`src/rtl/uart_core.sv`:
```
// uart_core: TX FIFO + UART transmitter and a two-flop synchronised UART receiver.
// Optional parity support is compiled in with `define UART_CORE_PARITY_EN;
// without it PARITY is ignored, neither FSM has a PAR state and rx_parity_err is 0.
module uart_core #(
  parameter int CLK_HZ    = 100000000,
  parameter int BAUD      = 9600,
  parameter int DATA_BITS = 8,
  parameter int PARITY    = 0,
  parameter int STOP_BITS = 1,
  parameter int TX_DEPTH  = 4
) (
  input  logic                 clk,
  input  logic                 rst_n,
  input  logic [DATA_BITS-1:0] tx_data,
  input  logic                 tx_valid,
  output logic                 tx_ready,
  output logic                 tx_busy,
  output logic                 tx,
  input  logic                 rx,
  output logic [DATA_BITS-1:0] rx_data,
  output logic                 rx_valid,
  output logic                 rx_frame_err,
  output logic                 rx_parity_err
);
  localparam int DIV = CLK_HZ / BAUD;
  localparam int CW  = $clog2(DIV);
  localparam int AW  = $clog2(TX_DEPTH);
  localparam int BW  = $clog2(DATA_BITS);

  typedef enum logic [2:0] {
    IDLE,
    START,
    DATA,
`ifdef UART_CORE_PARITY_EN
    PAR,
`endif
    STOP
  } state_e;

`ifdef UART_CORE_PARITY_EN
  localparam bit PAR_EN = (PARITY != 0);

  // Even parity is the XOR of the payload; odd parity is its inverse.
  function automatic logic par_bit(input logic [DATA_BITS-1:0] d);
    return (PARITY == 1) ? ~(^d) : (^d);
  endfunction
`endif

  // ---------------- TX FIFO ----------------
  logic [DATA_BITS-1:0] mem_q [TX_DEPTH];
  logic [AW:0]          wr_q, rd_q;
  logic                 full, empty, push, pop;

  assign full     = (wr_q - rd_q) == (AW+1)'(TX_DEPTH);
  assign empty    = (wr_q == rd_q);
  assign tx_ready = !full;
  assign push     = tx_valid && !full;

  // FIFO pointers and storage; payload storage needs no reset.
  always_ff @(posedge clk) begin
    if (!rst_n) begin
      wr_q <= '0;
      rd_q <= '0;
    end else begin
      if (push) begin
        mem_q[wr_q[AW-1:0]] <= tx_data;
        wr_q <= wr_q + 1'b1;
      end
      if (pop) rd_q <= rd_q + 1'b1;
    end
  end

  // ---------------- TX FSM ----------------
  state_e               tx_state_q, tx_state_d;
  logic [CW-1:0]        tx_cnt_q, tx_cnt_d;
  logic [BW-1:0]        tx_bit_q, tx_bit_d;
  logic [DATA_BITS-1:0] tx_sh_q, tx_sh_d;
  logic                 tx_q, tx_d, tx_tick;

  assign tx_tick = (tx_cnt_q == CW'(DIV - 1));
  assign tx      = tx_q;
  assign tx_busy = !empty || (tx_state_q != IDLE);

  // TX state register; reset drives the line high and aborts any frame.
  always_ff @(posedge clk) begin
    if (!rst_n) begin
      tx_state_q <= IDLE;
      tx_cnt_q   <= '0;
      tx_bit_q   <= '0;
      tx_q       <= 1'b1;
    end else begin
      tx_state_q <= tx_state_d;
      tx_cnt_q   <= tx_cnt_d;
      tx_bit_q   <= tx_bit_d;
      tx_q       <= tx_d;
    end
    tx_sh_q <= tx_sh_d;
  end

  // TX next state: each bit held DIV clocks, back-to-back frames without idle gap.
  always_comb begin
    tx_state_d = tx_state_q;
    tx_cnt_d   = tx_tick ? '0 : tx_cnt_q + 1'b1;
    tx_bit_d   = tx_bit_q;
    tx_sh_d    = tx_sh_q;
    tx_d       = tx_q;
    pop        = 1'b0;
    case (tx_state_q)
      IDLE: begin
        tx_cnt_d = '0;
        tx_d     = 1'b1;
        if (!empty) begin
          pop        = 1'b1;
          tx_sh_d    = mem_q[rd_q[AW-1:0]];
          tx_state_d = START;
          tx_d       = 1'b0;
        end
      end
      START: if (tx_tick) begin
        tx_state_d = DATA;
        tx_bit_d   = '0;
        tx_d       = tx_sh_q[0];
      end
      DATA: if (tx_tick) begin
        if (tx_bit_q == BW'(DATA_BITS - 1)) begin
          tx_bit_d = '0;
`ifdef UART_CORE_PARITY_EN
          if (PAR_EN) begin
            tx_state_d = PAR;
            tx_d       = par_bit(tx_sh_q);
          end else begin
            tx_state_d = STOP;
            tx_d       = 1'b1;
          end
`else
          tx_state_d = STOP;
          tx_d       = 1'b1;
`endif
        end else begin
          tx_bit_d = tx_bit_q + 1'b1;
          tx_d     = tx_sh_q[tx_bit_q + 1'b1];
        end
      end
`ifdef UART_CORE_PARITY_EN
      PAR: if (tx_tick) begin
        tx_state_d = STOP;
        tx_bit_d   = '0;
        tx_d       = 1'b1;
      end
`endif
      STOP: if (tx_tick) begin
        if (tx_bit_q == BW'(STOP_BITS - 1)) begin
          tx_bit_d = '0;
          if (!empty) begin
            pop        = 1'b1;
            tx_sh_d    = mem_q[rd_q[AW-1:0]];
            tx_state_d = START;
            tx_d       = 1'b0;
          end else begin
            tx_state_d = IDLE;
            tx_d       = 1'b1;
          end
        end else begin
          tx_bit_d = tx_bit_q + 1'b1;
        end
      end
      default: begin
        tx_state_d = IDLE;
        tx_d       = 1'b1;
      end
    endcase
  end

  // ---------------- RX ----------------
  state_e               rx_state_q, rx_state_d;
  logic [CW-1:0]        rx_cnt_q, rx_cnt_d;
  logic [BW-1:0]        rx_bit_q, rx_bit_d;
  logic [DATA_BITS-1:0] rx_sh_q, rx_sh_d, rx_data_q, rx_data_d;
  logic                 rx_s1_q, rx_s2_q, rx_prev_q;
  logic                 rx_wait_q, rx_wait_d;
  logic                 rx_valid_q, rx_valid_d, rx_ferr_q, rx_ferr_d, rx_tick;

  assign rx_tick      = (rx_cnt_q == CW'(DIV - 1));
  assign rx_data      = rx_data_q;
  assign rx_valid     = rx_valid_q;
  assign rx_frame_err = rx_ferr_q;

`ifdef UART_CORE_PARITY_EN
  logic rx_ppend_q, rx_ppend_d, rx_perr_q, rx_perr_d;
  assign rx_parity_err = rx_perr_q;

  // Parity mismatch captured at the parity sample, reported with rx_valid.
  always_ff @(posedge clk) begin
    if (!rst_n) begin
      rx_ppend_q <= 1'b0;
      rx_perr_q  <= 1'b0;
    end else begin
      rx_ppend_q <= rx_ppend_d;
      rx_perr_q  <= rx_perr_d;
    end
  end
`else
  assign rx_parity_err = 1'b0;
`endif

  // Two-flop synchroniser plus one more stage for falling-edge detection.
  always_ff @(posedge clk) begin
    if (!rst_n) begin
      rx_s1_q   <= 1'b1;
      rx_s2_q   <= 1'b1;
      rx_prev_q <= 1'b1;
    end else begin
      rx_s1_q   <= rx;
      rx_s2_q   <= rx_s1_q;
      rx_prev_q <= rx_s2_q;
    end
  end

  // RX state register and output pulses.
  always_ff @(posedge clk) begin
    if (!rst_n) begin
      rx_state_q <= IDLE;
      rx_cnt_q   <= '0;
      rx_bit_q   <= '0;
      rx_wait_q  <= 1'b0;
      rx_data_q  <= '0;
      rx_valid_q <= 1'b0;
      rx_ferr_q  <= 1'b0;
    end else begin
      rx_state_q <= rx_state_d;
      rx_cnt_q   <= rx_cnt_d;
      rx_bit_q   <= rx_bit_d;
      rx_wait_q  <= rx_wait_d;
      rx_data_q  <= rx_data_d;
      rx_valid_q <= rx_valid_d;
      rx_ferr_q  <= rx_ferr_d;
    end
    rx_sh_q <= rx_sh_d;
  end

  // RX next state: mid-bit sampling, glitch reject on start, first stop bit checked.
  always_comb begin
    rx_state_d = rx_state_q;
    rx_cnt_d   = rx_tick ? '0 : rx_cnt_q + 1'b1;
    rx_bit_d   = rx_bit_q;
    rx_sh_d    = rx_sh_q;
    rx_wait_d  = rx_wait_q;
    rx_data_d  = rx_data_q;
    rx_valid_d = 1'b0;
    rx_ferr_d  = 1'b0;
`ifdef UART_CORE_PARITY_EN
    rx_ppend_d = rx_ppend_q;
    rx_perr_d  = 1'b0;
`endif
    case (rx_state_q)
      IDLE: begin
        rx_cnt_d  = '0;
        rx_wait_d = 1'b0;
        if (rx_prev_q && !rx_s2_q) rx_state_d = START;
      end
      START: if (rx_cnt_q == CW'(DIV / 2 - 1)) begin
        rx_cnt_d   = '0;
        rx_bit_d   = '0;
        rx_state_d = rx_s2_q ? IDLE : DATA;
      end
      DATA: if (rx_tick) begin
        rx_sh_d = {rx_s2_q, rx_sh_q[DATA_BITS-1:1]};
        if (rx_bit_q == BW'(DATA_BITS - 1)) begin
          rx_bit_d = '0;
`ifdef UART_CORE_PARITY_EN
          rx_state_d = PAR_EN ? PAR : STOP;
`else
          rx_state_d = STOP;
`endif
        end else begin
          rx_bit_d = rx_bit_q + 1'b1;
        end
      end
`ifdef UART_CORE_PARITY_EN
      PAR: if (rx_tick) begin
        rx_ppend_d = rx_s2_q ^ par_bit(rx_sh_q);
        rx_state_d = STOP;
      end
`endif
      STOP: begin
        if (rx_wait_q) begin
          rx_cnt_d = '0;
          if (rx_s2_q) begin
            rx_wait_d  = 1'b0;
            rx_state_d = IDLE;
          end
        end else if (rx_tick) begin
          rx_valid_d = 1'b1;
          rx_data_d  = rx_sh_q;
          rx_ferr_d  = !rx_s2_q;
`ifdef UART_CORE_PARITY_EN
          rx_perr_d  = PAR_EN && rx_ppend_q;
          rx_ppend_d = 1'b0;
`endif
          if (rx_s2_q) rx_state_d = IDLE;
          else         rx_wait_d  = 1'b1;
        end
      end
      default: rx_state_d = IDLE;
    endcase
  end
endmodule

```
`config.mk`:
```
export PLATFORM = sky130hd
export DESIGN_NAME = uart_core
export DESIGN_NICKNAME = d
export VERILOG_FILES = /design/src/rtl/uart_core.sv
export SDC_FILE = /design/constraint.sdc
export NUM_CORES = 1
export LEC_CHECK = 0
export CAP_MARGIN = 0
export CELL_PAD_IN_SITES_DETAIL_PLACEMENT = 1
export CELL_PAD_IN_SITES_GLOBAL_PLACEMENT = 2
export CORE_UTILIZATION = 30
export DETAILED_ROUTE_END_ITERATION = 8
export GPL_TIMING_DRIVEN = 0
export PLACE_DENSITY_LB_ADDON = 0.12
export REMOVE_ABC_BUFFERS = 1
export SLEW_MARGIN = 40
export SYNTH_ARGS = -nofsm -noshare
export SYNTH_HDL_FRONTEND = slang
export SYNTH_SLANG_ARGS = --single-unit
```
`constraint.sdc`:
```
create_clock -name clk -period 3.2 [get_ports clk]
set_clock_uncertainty 0.1 [all_clocks]
set_input_delay 0.64 -clock clk [delete_from_list [all_inputs] [get_ports clk]]
set_output_delay 0.64 -clock clk [all_outputs]
set_load 0.02 [all_outputs]
```
==> results_tabular.tex, run 1 <==
\begin{tabular}{lr}
\hline
Metric & Value \\
\hline
\multicolumn{2}{l}{\textbf{Floorplanning}} \\
Die Span Y & 128 um \\
Die area & 0.0163 mm\^{}2 \\
X dimension of the die & 128 um \\
Number of rows in the core area & 45 \\
I/O pin cnt & 26 \\
Initial cell density of the core & 30.9\% \\
Core Footprint & 0.0153 mm\^{}2 \\
\multicolumn{2}{l}{\textbf{Final layout}} \\
Fillers & 1,643 \\
Combined flip-flop and latch cell area & 0.00266 mm\^{}2 \\
Share of post-route cells with drive strength above 1 & 11.6\% \\
Final instance area & 0.00555 mm\^{}2 \\
Layout net count & 451 \\
Area added between synthesis and finish & 17.2\% \\
Utilization of the core after routing & 36.2\% \\
Antenna fix cells & 0 \\
Post-route non-filler standard cell count & 632 \\
Area of the multi-input gates & 0.00196 mm\^{}2 \\
\multicolumn{2}{l}{\textbf{Synthesis}} \\
Post-synthesis compound-gate area fraction & 3.89\% \\
Portion of netlist area occupied by mux cells & 9.44\% \\
Dominant synthesized flop cell & sky130\_fd\_sc\_hd\_\_dfxtp\_1 \\
Area contributors post-synth & sky130\_fd\_sc\_hd\_\_edfxtp\_1, sky130\_fd\_sc\_hd\_\_dfxtp\_1, sky130\_fd\_sc\_hd\_\_ha\_1 \\
Syn Std Cell Area & 0.00473 mm\^{}2 \\
Number of warning messages in the yosys log & 0 \\
Post-synthesis adder-cell area fraction & 6.08\% \\
Post-synthesis share of cell area spent on xor and xnor gates & 4.81\% \\
Post-synth top area cell & sky130\_fd\_sc\_hd\_\_edfxtp\_1 \\
Synth async-reset ratio & 0\% \\
Dominant combinational cell family by area after synthesis & simple AND/OR/NAND/NOR gates \\
Portion of synthesized cell area occupied by the leading cell type & 30.5\% \\
Most used standard cell by instance count after synthesis & sky130\_fd\_sc\_hd\_\_dfxtp\_1 \\
Sequential share of the synthesized area & 56.3\% \\
Number of cells produced by synthesis & 387 \\
Register bit count reported by yosys & 109 \\
Basic-gate share of the synthesized area counting and, or, nand and nor cells & 17.0\% \\
Post-Syn Area per Cell & 12.2 um\^{}2 \\
Top cell types by occurrence after synthesis & sky130\_fd\_sc\_hd\_\_dfxtp\_1, sky130\_fd\_sc\_hd\_\_edfxtp\_1, sky130\_fd\_sc\_hd\_\_nor2\_1 \\
Number of flops mapped to enable cells by yosys & 48 \\
Synth unique cells & 52 \\
\multicolumn{2}{l}{\textbf{Critical path}} \\
Setup crit start kind & flip-flop \\
R2r setup slk & 0.84 ns \\
Kind of end point of the critical path & primary output \\
Reg2Reg Launch Point & tx\_cnt\_q[0] \\
Top fanout value on the critical path & 7 \\
Required time of the critical path & 2.46 ns \\
Worst setup path startpoint & wr\_q[0] \\
Type of the worst setup path & reg -> out \\
Endpoint arrival time on the critical path & 2.25 ns \\
\multicolumn{2}{l}{\textbf{Placement}} \\
Gpl congestion & 0.686 \\
Placed standard-cell area & 0.00524 mm\^{}2 \\
IO Port Bufs & 24 \\
Total half-perimeter wirelength after legalization and detailed placement & 6090 um \\
Cell count after placement & 616 \\
\multicolumn{2}{l}{\textbf{Timing}} \\
Shortest clock period the worst path allows after layout & 2.99 ns \\
Part of the cycle the worst path needs & 93.6\% \\
Number of hold violations in the final report & 0 \\
Slew at the pin with the worst max-slew slack & 0.619 ns \\
Unrepaired setup endpoints after global routing & no \\
Slew Limit Headroom & 58.6\% \\
Final worst hold slack & 0.316 ns \\
Final setup viols & 0 \\
Final Slew Violations & 0 \\
Top achievable clock speed & 0.334 GHz \\
\multicolumn{2}{l}{\textbf{Run}} \\
Max\_cap viols & 0 \\
\multicolumn{2}{l}{\textbf{Clock tree}} \\
Worst-Skew Late Latency & 0.36 ns \\
TritonCTS clock tree & done \\
Post-CTS sizing & 1 \\
Number of sinks handled by clock tree synthesis & 109 \\
Maximum count of clock buffers along a single path & 2 \\
Hold\_buf cts & 0 \\
Root buffer cell & sky130\_fd\_sc\_hd\_\_clkbuf\_16 \\
CTS clk-pin slew, worst paths & 0.08 ns \\
Setup bufs post-CTS & 0 \\
H-Tree Level Count & 3 \\
CTS buffer count & 9 \\
\multicolumn{2}{l}{\textbf{Routing}} \\
Number of nets with antenna violations after routing & 0 \\
Average routed wire per standard cell & 13.8 um \\
Mean number of vias per cell & 4.46 \\
Pre-antenna DRT Iters & 4 \\
Total via count in the routed design & 2,816 \\
Remaining design rule violation count & 0 \\
Total wire length & 8740 um \\
Number of DRC markers after the initial detailed-route iteration & 115 \\
\multicolumn{2}{l}{\textbf{Global routing}} \\
Wire length of the first global-routing pass & 15,000 um \\
Pin count of the biggest net entering global routing & 33 \\
GR Overflow Total & 0 \\
Via count of the first global-routing pass & 3,006 \\
Antenna violations before repair & 0 \\
GRT Total Usage & 12.2\% \\
\multicolumn{2}{l}{\textbf{Power and ir drop}} \\
Leakage power total & 1.91 nW \\
Largest vdd supply drop & 0.301 mV \\
Power density normalized to cell area & 641 mW/mm\^{}2 \\
\multicolumn{2}{l}{\textbf{Worst hold path}} \\
HP Class & reg -> reg \\
Source of the worst hold timing path & rx\_s1\_q \\
\multicolumn{2}{l}{\textbf{Outcome}} \\
Result of the run & completed \\
\hline
\end{tabular}
## cell families (layout without fill, tap and decap cells)
family | Yosys count | in the layout
adder cells (fa/ha/maj) | 23 | 23
AO/OA/AOI/OAI | 25 | 25
buffers and inverters | 26 | 60
multiplexers | 32 | 32
XOR/XNOR | 26 | 26
AND/OR/NAND/NOR | 145 | 145
flip-flops | 109 | 109
other | 1 | 1
## metrics by stage
stage	setup TNS [ns]	setup slack [ns]	power [W]
after global routing	0	0.0690	0.00378
after CTS	0	0.164	0.00364
after detailed placement	0	0.348	0.00248
after global placement	-21.84	-0.522	0.00242
final	0	0.206	0.00355
after floorplan	0	0.251	0.00221
## path summary, 6_finish.rpt
check	to	cells past startpoint
setup / recovery	tx_busy	6
hold / removal	rx_s2_q	1
setup reg to reg	tx_sh_q[5]	6
hold reg to reg	rx_s2_q	1
## power breakdown
group / leakage [nW] / total [W] / internal (W) / switching [W]
clock: 0.150 / 0.00113 / 0.000562 / 0.000569
sequential: 0.931 / 0.00170 / 0.00161 / 0.0000950
combinational: 0.833 / 0.000719 / 0.000340 / 0.000379
total: 1.91 / 0.00355 / 0.00251 / 0.00104
## sequential cells by signal, summed over array words and instances, names as in the netlist, 2 cells and up, named ones only
signal,cells
mem_q,32
rd_q,3
rx_bit_q,3
rx_cnt_q,14
rx_data,8
rx_sh_q,8
rx_state_q,2
tx_bit_q,3
tx_cnt_q,14
tx_sh_q,8
tx_state_q,2
wr_q,3
## layout make-up
cell class	instances	area share, %
inverters	15	1.02
well taps	211	4.76
flip-flops and latches	109	48.0
clock buffers	9	4.06
multi-input cells	252	35.4
clock inverters	7	1.47
repair buffers	29	5.28
## critical path: stages (launching register included)
cell                              delay (ns)
sky130_fd_sc_hd__dfxtp_1                0.37
sky130_fd_sc_hd__inv_1                  0.12
sky130_fd_sc_hd__ha_1                   0.30
sky130_fd_sc_hd__nand2_1                0.08
sky130_fd_sc_hd__nor2b_2                0.36
sky130_fd_sc_hd__nand2_1                0.11
sky130_fd_sc_hd__clkdlybuf4s50_1        0.55
## routing by layer
layer / wire length (um) / global-route usage, % / part of all wire, % / vias to the layer above
met2: 4060 / 19.2 / 46 / 20
met4: 116 / 4.15 / 1.3 / 0
met3: 259 / 4.15 / 3.0 / 8
li1: - / - / - / 1422
met1: 4310 / 15.5 / 49 / 1366
met5: 0 / 0 / 0 / -
## placed cells by master (no fill, tap or decap), types with 13 or more instances in the layout
cell                               n
sky130_fd_sc_hd__dfxtp_1          61
sky130_fd_sc_hd__edfxtp_1         48
sky130_fd_sc_hd__nor2_1           39
sky130_fd_sc_hd__nand2_1          25
sky130_fd_sc_hd__ha_1             23
sky130_fd_sc_hd__clkdlybuf4s50_1  23
sky130_fd_sc_hd__mux2i_1          21
sky130_fd_sc_hd__nor2b_1          17
sky130_fd_sc_hd__inv_1            15
sky130_fd_sc_hd__nand3_1          14
sky130_fd_sc_hd__xnor2_1          13
sky130_fd_sc_hd__xor2_1           13
Note: power is estimated with default switching activity, not from simulation.
==> run 2: changes to the inputs <==
--- a/config.mk
+++ b/config.mk
@@ -5,6 +5,7 @@
 export SDC_FILE = /design/constraint.sdc
 export NUM_CORES = 1
 export LEC_CHECK = 0
+export ABC_AREA = 1
 export CAP_MARGIN = 0
 export CELL_PAD_IN_SITES_DETAIL_PLACEMENT = 1
 export CELL_PAD_IN_SITES_GLOBAL_PLACEMENT = 2
==> run 2 against run 1 <==
Compared with the run above:
- sequential share of layout area decreased by 1.0 points
- maximum frequency increased by 1.8%
- cell area increased by 2.2%
- routed wire length increased by 21%
- die area increased by 4.2%
- area after synthesis increased by 4.3%
- critical path type unchanged
- critical endpoint unchanged
- largest cell class unchanged
- largest power group unchanged
==> results_tabular.tex, run 2 <==
\begin{tabular}{lr}
\hline
Metric & Value \\
\hline
\multicolumn{2}{l}{\textbf{Synthesis}} \\
Top cell types by occurrence after synthesis & sky130\_fd\_sc\_hd\_\_nand2\_1, sky130\_fd\_sc\_hd\_\_nor2\_1, sky130\_fd\_sc\_hd\_\_inv\_1 \\
Synth async-reset ratio & 0\% (unchanged) \\
Syn Std Cell Area & 0.00493 mm\^{}2 (+4.3\%) \\
Register bit count reported by yosys & 109 (unchanged) \\
Portion of synthesized cell area occupied by the leading cell type & 29.2\% (-1.3 points) \\
Area contributors post-synth & sky130\_fd\_sc\_hd\_\_edfxtp\_1, sky130\_fd\_sc\_hd\_\_dfxtp\_1, sky130\_fd\_sc\_hd\_\_nand2\_1 \\
Dominant synthesized flop cell & sky130\_fd\_sc\_hd\_\_dfxtp\_1 \\
Post-Syn Area per Cell & 8.96 um\^{}2 (-27\%) \\
Number of cells produced by synthesis & 551 (+42\%) \\
Most used standard cell by instance count after synthesis & sky130\_fd\_sc\_hd\_\_nand2\_1 \\
Number of warning messages in the yosys log & 0 (unchanged) \\
Sequential share of the synthesized area & 54.0\% (-2.3 points) \\
Number of flops mapped to enable cells by yosys & 48 (unchanged) \\
Synth unique cells & 33 (-37\%) \\
Post-synth top area cell & sky130\_fd\_sc\_hd\_\_edfxtp\_1 \\
\multicolumn{2}{l}{\textbf{Critical path}} \\
Top fanout value on the critical path & 5 (-2) \\
Most prevalent standard cell on the critical path & sky130\_fd\_sc\_hd\_\_inv\_1 \\
Kind of end point of the critical path & primary output \\
Setup crit start kind & flip-flop \\
Worst setup path startpoint & wr\_q[0] \\
CP cell instances & inv\_1, ha\_1, nand2\_1, inv\_1, nand3\_1, inv\_1, nand2\_1, clkdlybuf4s50\_1 \\
Reg2Reg Launch Point & rd\_q[1] \\
Endpoint arrival time on the critical path & 2.20 ns (-0.05 ns) \\
Max incr delay on CP & 0.61 ns (+0.06 ns) \\
Type of the worst setup path & reg -> out \\
Slowest CP cell & sky130\_fd\_sc\_hd\_\_clkdlybuf4s50\_1 \\
Required time of the critical path & 2.46 ns (about the same) \\
\multicolumn{2}{l}{\textbf{Power and ir drop}} \\
Power density normalized to cell area & 714 mW/mm\^{}2 (+11\%) \\
Largest vdd supply drop & 0.302 mV (+0.36\%) \\
Leakage power total & 2.13 nW (+11\%) \\
\multicolumn{2}{l}{\textbf{Placement}} \\
Minimum setup slack after placement & 0.543 ns (+0.194 ns) \\
Total half-perimeter wirelength after legalization and detailed placement & 7600 um (+25\%) \\
Gpl congestion & 0.689 (+0.45\%) \\
Cell count after placement & 781 (+27\%) \\
Placed standard-cell area & 0.00538 mm\^{}2 (+2.7\%) \\
IO Port Bufs & 24 (unchanged) \\
\multicolumn{2}{l}{\textbf{Floorplanning}} \\
X dimension of the die & 130 um (+2.1\%) \\
Die area & 0.0170 mm\^{}2 (+4.2\%) \\
Core Footprint & 0.0159 mm\^{}2 (+4.1\%) \\
Number of rows in the core area & 46 (+2.2\%) \\
Die Span Y & 130 um (+2.1\%) \\
I/O pin cnt & 26 (unchanged) \\
Initial cell density of the core & 31.0\% (+0.054 points) \\
\multicolumn{2}{l}{\textbf{Final layout}} \\
Fillers & 1,866 (+14\%) \\
Area added between synthesis and finish & 14.9\% \\
Layout net count & 611 (+35\%) \\
Antenna fix cells & 0 (unchanged) \\
Most common library cell in the layout ignoring fill and taps & sky130\_fd\_sc\_hd\_\_nand2\_1 \\
Flip-flop count of the largest register after layout & 32 (unchanged) \\
Commonest cells after routing, fill and taps aside & sky130\_fd\_sc\_hd\_\_nand2\_1, sky130\_fd\_sc\_hd\_\_nor2\_1, sky130\_fd\_sc\_hd\_\_inv\_1 \\
Share of post-route cells with drive strength above 1 & 6.37\% (-5.3 points) \\
Post-route non-filler standard cell count & 797 (+26\%) \\
Final instance area & 0.00567 mm\^{}2 (+2.2\%) \\
\multicolumn{2}{l}{\textbf{Clock tree}} \\
Hold\_buf cts & 0 (unchanged) \\
Root buffer cell & sky130\_fd\_sc\_hd\_\_clkbuf\_16 \\
Maximum count of clock buffers along a single path & 2 (unchanged) \\
Setup bufs post-CTS & 0 (unchanged) \\
CTS buffer count & 9 (unchanged) \\
TritonCTS clock tree & done \\
H-Tree Level Count & 3 (unchanged) \\
Post-CTS sizing & 0 (-1) \\
Worst-Skew Late Latency & 0.35 ns (about the same) \\
CTS clk-pin slew, worst paths & 0.07 ns (about the same) \\
Number of sinks handled by clock tree synthesis & 109 (unchanged) \\
\multicolumn{2}{l}{\textbf{Worst hold path}} \\
HP Class & reg -> reg \\
Source of the worst hold timing path & rx\_s2\_q \\
\multicolumn{2}{l}{\textbf{Timing}} \\
Unrepaired setup endpoints after global routing & no \\
Top achievable clock speed & 0.340 GHz (+1.8\%) \\
Final Slew Violations & 0 (unchanged) \\
PnR worst setup slack & 0.258 ns (+0.0521 ns) \\
Part of the cycle the worst path needs & 91.9\% (-1.6 points) \\
Final worst hold slack & 0.332 ns (+0.0162 ns) \\
Slew at the pin with the worst max-slew slack & 0.762 ns (+0.143 ns) \\
Number of hold violations in the final report & 0 (unchanged) \\
Shortest clock period the worst path allows after layout & 2.94 ns (-0.0521 ns) \\
Final setup viols & 0 (unchanged) \\
Slew Limit Headroom & 49.0\% (-9.6 points) \\
\multicolumn{2}{l}{\textbf{Global routing}} \\
GRT Total Usage & 13.7\% (+1.5 points) \\
Antenna violations before repair & 0 (unchanged) \\
GR Overflow Total & 0 (unchanged) \\
Via count of the first global-routing pass & 3,623 (+21\%) \\
Wire length of the first global-routing pass & 17,700 um (+18\%) \\
Pin count of the biggest net entering global routing & 23 (-30\%) \\
\multicolumn{2}{l}{\textbf{Routing}} \\
Number of nets with antenna violations after routing & 0 (unchanged) \\
Average routed wire per standard cell & 13.3 um (-3.8\%) \\
Remaining design rule violation count & 0 (unchanged) \\
Total wire length & 10,600 um (+21\%) \\
Mean number of vias per cell & 4.50 (+0.90\%) \\
Pre-antenna DRT Iters & 4 (unchanged) \\
Total via count in the routed design & 3,583 (+27\%) \\
Number of DRC markers after the initial detailed-route iteration & 80 (-30\%) \\
\multicolumn{2}{l}{\textbf{Run}} \\
Max\_cap viols & 0 (unchanged) \\
\multicolumn{2}{l}{\textbf{Outcome}} \\
Result of the run & completed \\
\hline
\end{tabular}
[run 2: cell types whose count changed after synthesis, moves of 9 or more]
cell and change:
sky130_fd_sc_hd__nand3_1 +19, sky130_fd_sc_hd__mux4_2 -10, sky130_fd_sc_hd__nand2_1 +66, sky130_fd_sc_hd__o21ai_0 +24, sky130_fd_sc_hd__a21oi_1 +33, sky130_fd_sc_hd__nand2b_1 -10
sky130_fd_sc_hd__nor2_1 +43, sky130_fd_sc_hd__mux2i_1 -21, sky130_fd_sc_hd__o22ai_1 +9, sky130_fd_sc_hd__inv_1 +61, sky130_fd_sc_hd__nor2b_1 -18
[run 2: path summary, 6_finish.rpt]
path	slack, ns	endpoint	cells past startpoint
setup / recovery	0.26	tx_busy	8
hold / removal	0.33	rx_sh_q[7]	0
setup reg to reg	0.63	mem_q[2][0]	11
hold reg to reg	0.33	rx_sh_q[7]	0
[run 2: critical path, delay by kind of cell, from the launching register on]
kind | cells | cell delay (ns)
buf+inv | 4 | 0.86
flops | 1 | 0.38
simple gates | 3 | 0.31
fa+ha+maj | 1 | 0.30
[run 2: final cells by class]
type / count / area [um^2] / share of cell area, %
Sequential cell: 109 / 2660 / 47.0
Multi-Input combinational cell: 356 / 1930 / 34.0
Inverter: 76 / 285 / 5.03
Tap cell: 216 / 270 / 4.77
Timing Repair Buffer: 24 / 235 / 4.15
Clock buffer: 9 / 225 / 3.97
Clock inverter: 7 / 65.1 / 1.15
[run 2: through the flow]
step | setup TNS [ns] | total power [W] | utilization [%]
floorplan | 0 | 0.00261 | -
global placement | -6.59 | 0.00297 | 33.7
detailed placement | 0 | 0.00301 | 33.7
CTS | 0 | 0.00414 | 35.5
global route | 0 | 0.00436 | 35.6
finish | 0 | 0.00405 | 35.6
[run 2: cell families after synthesis]
kind of cell / after synthesis / share of synthesized area (%)
AO/OA/AOI/OAI: 78 / 8.57
adder cells (fa/ha/maj): 23 / 5.83
flip-flops: 109 / 54.0
XOR/XNOR: 16 / 2.84
buffers and inverters: 86 / 7.18
AND/OR/NAND/NOR: 238 / 21.6
other: 1 / 0.0760
[run 2: where the power goes]
| part | internal [W] | switching, W |
|---|---|---|
| sequential | 0.00167 | 0.000124 |
| combinational | 0.000396 | 0.000763 |
| clock | 0.000547 | 0.000547 |
| total | 0.00261 | 0.00143 |
[run 2: metal layers]
layer / GRT usage (%) / routed length [um] / up-vias
met4: 4.38 / 172 / 0
met2: 23.1 / 5030 / 29
met5: 0 / 0 / -
li1: - / - / 1851
met3: 3.57 / 266 / 11
met1: 17.0 / 5120 / 1692
==> run 3: changes to the inputs <==
--- a/config.mk
+++ b/config.mk
@@ -6,9 +6,11 @@
 export NUM_CORES = 1
 export LEC_CHECK = 0
 export ABC_AREA = 1
+export ABC_CLOCK_PERIOD_IN_PS = 3200
 export CAP_MARGIN = 0
 export CELL_PAD_IN_SITES_DETAIL_PLACEMENT = 1
 export CELL_PAD_IN_SITES_GLOBAL_PLACEMENT = 2
+export CORE_MARGIN = 2
 export CORE_UTILIZATION = 30
 export DETAILED_ROUTE_END_ITERATION = 8
 export GPL_TIMING_DRIVEN = 0
==> run 3 against run 2 <==
Compared with the run above:
- flip-flop and latch count unchanged
- utilization is 0.20 points lower
- largest cell class unchanged
- register-to-register slack better by 0.14 ns
- via count fell by 1.4%
- cell count stayed put
- maximum frequency decreased by 1.7%
- first-iteration DRC count rose by 110%
- critical path depth is the same
- sequential share of layout area increased by 0.093 points
- power fell by 0.84%
==> results_tabular.tex, run 3 (synthesis gave the netlist of run 2 again) <==
\begin{tabular}{lr}
\hline
Metric & Value \\
\hline
\multicolumn{2}{l}{\textbf{Critical path}} \\
Reg2Reg Launch Point & rd\_q[1] \\
CP cell instances & inv\_1, ha\_1, nand2\_1, inv\_1, nand3\_1, inv\_1, nand2\_1, clkdlybuf4s50\_1 \\
Top fanout value on the critical path & 5 (unchanged) \\
Destination of the worst register-to-register timing path & mem\_q[2][7] \\
Slowest CP cell & sky130\_fd\_sc\_hd\_\_clkdlybuf4s50\_1 \\
Most prevalent standard cell on the critical path & sky130\_fd\_sc\_hd\_\_inv\_1 \\
Required time of the critical path & 2.46 ns (about the same) \\
Endpoint arrival time on the critical path & 2.25 ns (+0.05 ns) \\
Max incr delay on CP & 0.61 ns (about the same) \\
Buf/Inv on CP & 4 (unchanged) \\
Depth of the worst register-to-register path & 11 (unchanged) \\
Type of the worst setup path & reg -> out \\
Largest delay share family, worst path & buffers and inverters \\
Crit path depth & 8 (unchanged) \\
Kind of end point of the critical path & primary output \\
R2r setup slk & 0.77 ns (+0.14 ns) \\
Setup crit start kind & flip-flop \\
\multicolumn{2}{l}{\textbf{Placement}} \\
Minimum setup slack after placement & 0.553 ns (+0.00996 ns) \\
IO Port Bufs & 24 (unchanged) \\
Placed standard-cell area & 0.00537 mm\^{}2 (about the same) \\
Total half-perimeter wirelength after legalization and detailed placement & 7420 um (-2.4\%) \\
Gpl congestion & 0.732 (+6.3\%) \\
\multicolumn{2}{l}{\textbf{Clock tree}} \\
Maximum count of clock buffers along a single path & 2 (unchanged) \\
Post-CTS sizing & 0 (unchanged) \\
CTS buffer count & 9 (unchanged) \\
Number of sinks handled by clock tree synthesis & 109 (unchanged) \\
Hold\_buf cts & 0 (unchanged) \\
CTS clk-pin slew, worst paths & 0.08 ns (about the same) \\
Worst-Skew Late Latency & 0.35 ns (about the same) \\
Setup bufs post-CTS & 0 (unchanged) \\
Root buffer cell & sky130\_fd\_sc\_hd\_\_clkbuf\_16 \\
TritonCTS clock tree & done \\
H-Tree Level Count & 3 (unchanged) \\
\multicolumn{2}{l}{\textbf{Timing}} \\
Part of the cycle the worst path needs & 93.6\% (+1.6 points) \\
PnR worst setup slack & 0.206 ns (-0.0520 ns) \\
Setup TNS after final layout & 0 ns (unchanged) \\
Top achievable clock speed & 0.334 GHz (-1.7\%) \\
Unrepaired setup endpoints after global routing & no \\
Final Slew Violations & 0 (unchanged) \\
Slew Limit Headroom & 51.8\% (+2.8 points) \\
Number of hold violations in the final report & 0 (unchanged) \\
Final worst hold slack & 0.322 ns (-0.0102 ns) \\
Slew at the pin with the worst max-slew slack & 0.723 ns (-0.0392 ns) \\
Shortest clock period the worst path allows after layout & 2.99 ns (+0.0520 ns) \\
Final setup viols & 0 (unchanged) \\
\multicolumn{2}{l}{\textbf{Power and ir drop}} \\
Portion of total power attributed to sequential cells & 44.7\% (+0.4 points) \\
Power density normalized to cell area & 709 mW/mm\^{}2 (-0.64\%) \\
Leakage power total & 2.12 nW (-0.54\%) \\
Part of the total power dissipated in the clock network & 26.4\% (-0.6 points) \\
Total power & 0.00401 W (-0.84\%) \\
Switching power & 0.00141 W (-1.6\%) \\
Logic pwr share & 28.8\% (+0.2 points) \\
Net Sw Frac & 35.2\% (-0.29 points) \\
Largest vdd supply drop & 0.316 mV (+4.6\%) \\
Internal power component & 0.00260 W (-0.40\%) \\
\multicolumn{2}{l}{\textbf{Routing}} \\
Total wire length & 10,500 um (-1.3\%) \\
Number of DRC markers after the initial detailed-route iteration & 169 (+110\%) \\
Total via count in the routed design & 3,532 (-1.4\%) \\
Number of nets with antenna violations after routing & 0 (unchanged) \\
Mean number of vias per cell & 4.43 (-1.4\%) \\
Pre-antenna DRT Iters & 4 (unchanged) \\
Average routed wire per standard cell & 13.1 um (-1.3\%) \\
Remaining design rule violation count & 0 (unchanged) \\
\multicolumn{2}{l}{\textbf{Final layout}} \\
Layout net count & 611 (unchanged) \\
Most common library cell in the layout ignoring fill and taps & sky130\_fd\_sc\_hd\_\_nand2\_1 \\
Final instance area & 0.00566 mm\^{}2 (-0.20\%) \\
Antenna fix cells & 0 (unchanged) \\
Area added between synthesis and finish & 14.7\% \\
Flip-flop count of the largest register after layout & 32 (unchanged) \\
Commonest cells after routing, fill and taps aside & sky130\_fd\_sc\_hd\_\_nand2\_1, sky130\_fd\_sc\_hd\_\_nor2\_1, sky130\_fd\_sc\_hd\_\_inv\_1 \\
Share of post-route cells with drive strength above 1 & 6.20\% (-0.17 points) \\
\multicolumn{2}{l}{\textbf{Global routing}} \\
GRT Total Usage & 12.9\% (-0.82 points) \\
GR Overflow Total & 0 (unchanged) \\
Via count of the first global-routing pass & 3,658 (+0.97\%) \\
Antenna violations before repair & 0 (unchanged) \\
Pin count of the biggest net entering global routing & 23 (unchanged) \\
Wire length of the first global-routing pass & 18,100 um (+2.2\%) \\
\multicolumn{2}{l}{\textbf{Floorplanning}} \\
I/O pin cnt & 26 (unchanged) \\
Number of rows in the core area & 46 (unchanged) \\
Core Footprint & 0.0160 mm\^{}2 (+0.36\%) \\
Die Span Y & 132 um (+1.5\%) \\
Initial cell density of the core & 30.8\% (-0.11 points) \\
Die area & 0.0175 mm\^{}2 (+3.1\%) \\
X dimension of the die & 132 um (+1.5\%) \\
\multicolumn{2}{l}{\textbf{Worst hold path}} \\
Hold path depth & 1 (+1) \\
HP Class & reg -> reg \\
Worst Hold Path EP & rx\_s2\_q \\
Source of the worst hold timing path & rx\_s1\_q \\
\multicolumn{2}{l}{\textbf{Outcome}} \\
Result of the run & completed \\
\multicolumn{2}{l}{\textbf{Run}} \\
Max\_cap viols & 0 (unchanged) \\
\hline
\end{tabular}
-- run 3: changes by cell type in the layout (fill, tap and decap cells not counted) --
cell                         before  now
sky130_fd_sc_hd__inv_8            2    1
sky130_fd_sc_hd__nor2_2           5    6
sky130_fd_sc_hd__clkinvlp_4       1    2
sky130_fd_sc_hd__nor2_1          79   78
sky130_fd_sc_hd__clkinv_1         0    1
sky130_fd_sc_hd__clkinv_4         3    1
sky130_fd_sc_hd__clkbuf_1         0    1
-- run 3: cell type report --
type,instances,area (um^2)
Clock inverter,6,47.5
Clock buffer,10,229
Sequential cell,109,2660
Timing Repair Buffer,24,235
Tap cell,216,270
Fill cell,1896,10300
Inverter,76,285
Multi-Input combinational cell,356,1930
-- run 3: metal layers --
metal / vias to the layer above / GRT usage [%] / part of all wire, %
li1: 1844 / - / -
met4: 0 / 3.58 / 1.2
met1: 1652 / 17.1 / 49
met5: - / 0 / 0
met2: 24 / 20.7 / 47
met3: 12 / 3.54 / 2.9
-- run 3: through the flow --
| step | utilization [%] | cells |
|---|---|---|
| global placement | 33.6 | 781 |
| detailed placement | 33.6 | 781 |
| global route | 35.4 | 797 |
| floorplan | - | 541 |
| CTS | 35.3 | 797 |
| finish | 35.4 | 797 |
-- run 3: power by group through the flow --
stage | Combinational (W) | Sequential [W] | Clock (W)
after floorplan | 0.000822 | 0.00179 | 0
after global placement | 0.00114 | 0.00183 | 0
after detailed placement | 0.00116 | 0.00183 | 0
after CTS | 0.00117 | 0.00180 | 0.00111
after global routing | 0.00135 | 0.00183 | 0.00117
final | 0.00116 | 0.00180 | 0.00106
-- run 3: worst max-delay path by stage --
stage	end	start
final	tx_busy	wr_q[0]
after global routing	tx_busy	wr_q[0]
after CTS	tx_busy	wr_q[0]
after detailed placement	mem_q[2][6]	tx_valid
after global placement	mem_q[0][6]	rst_n
after floorplan	mem_q[0][0]	rd_q[1]
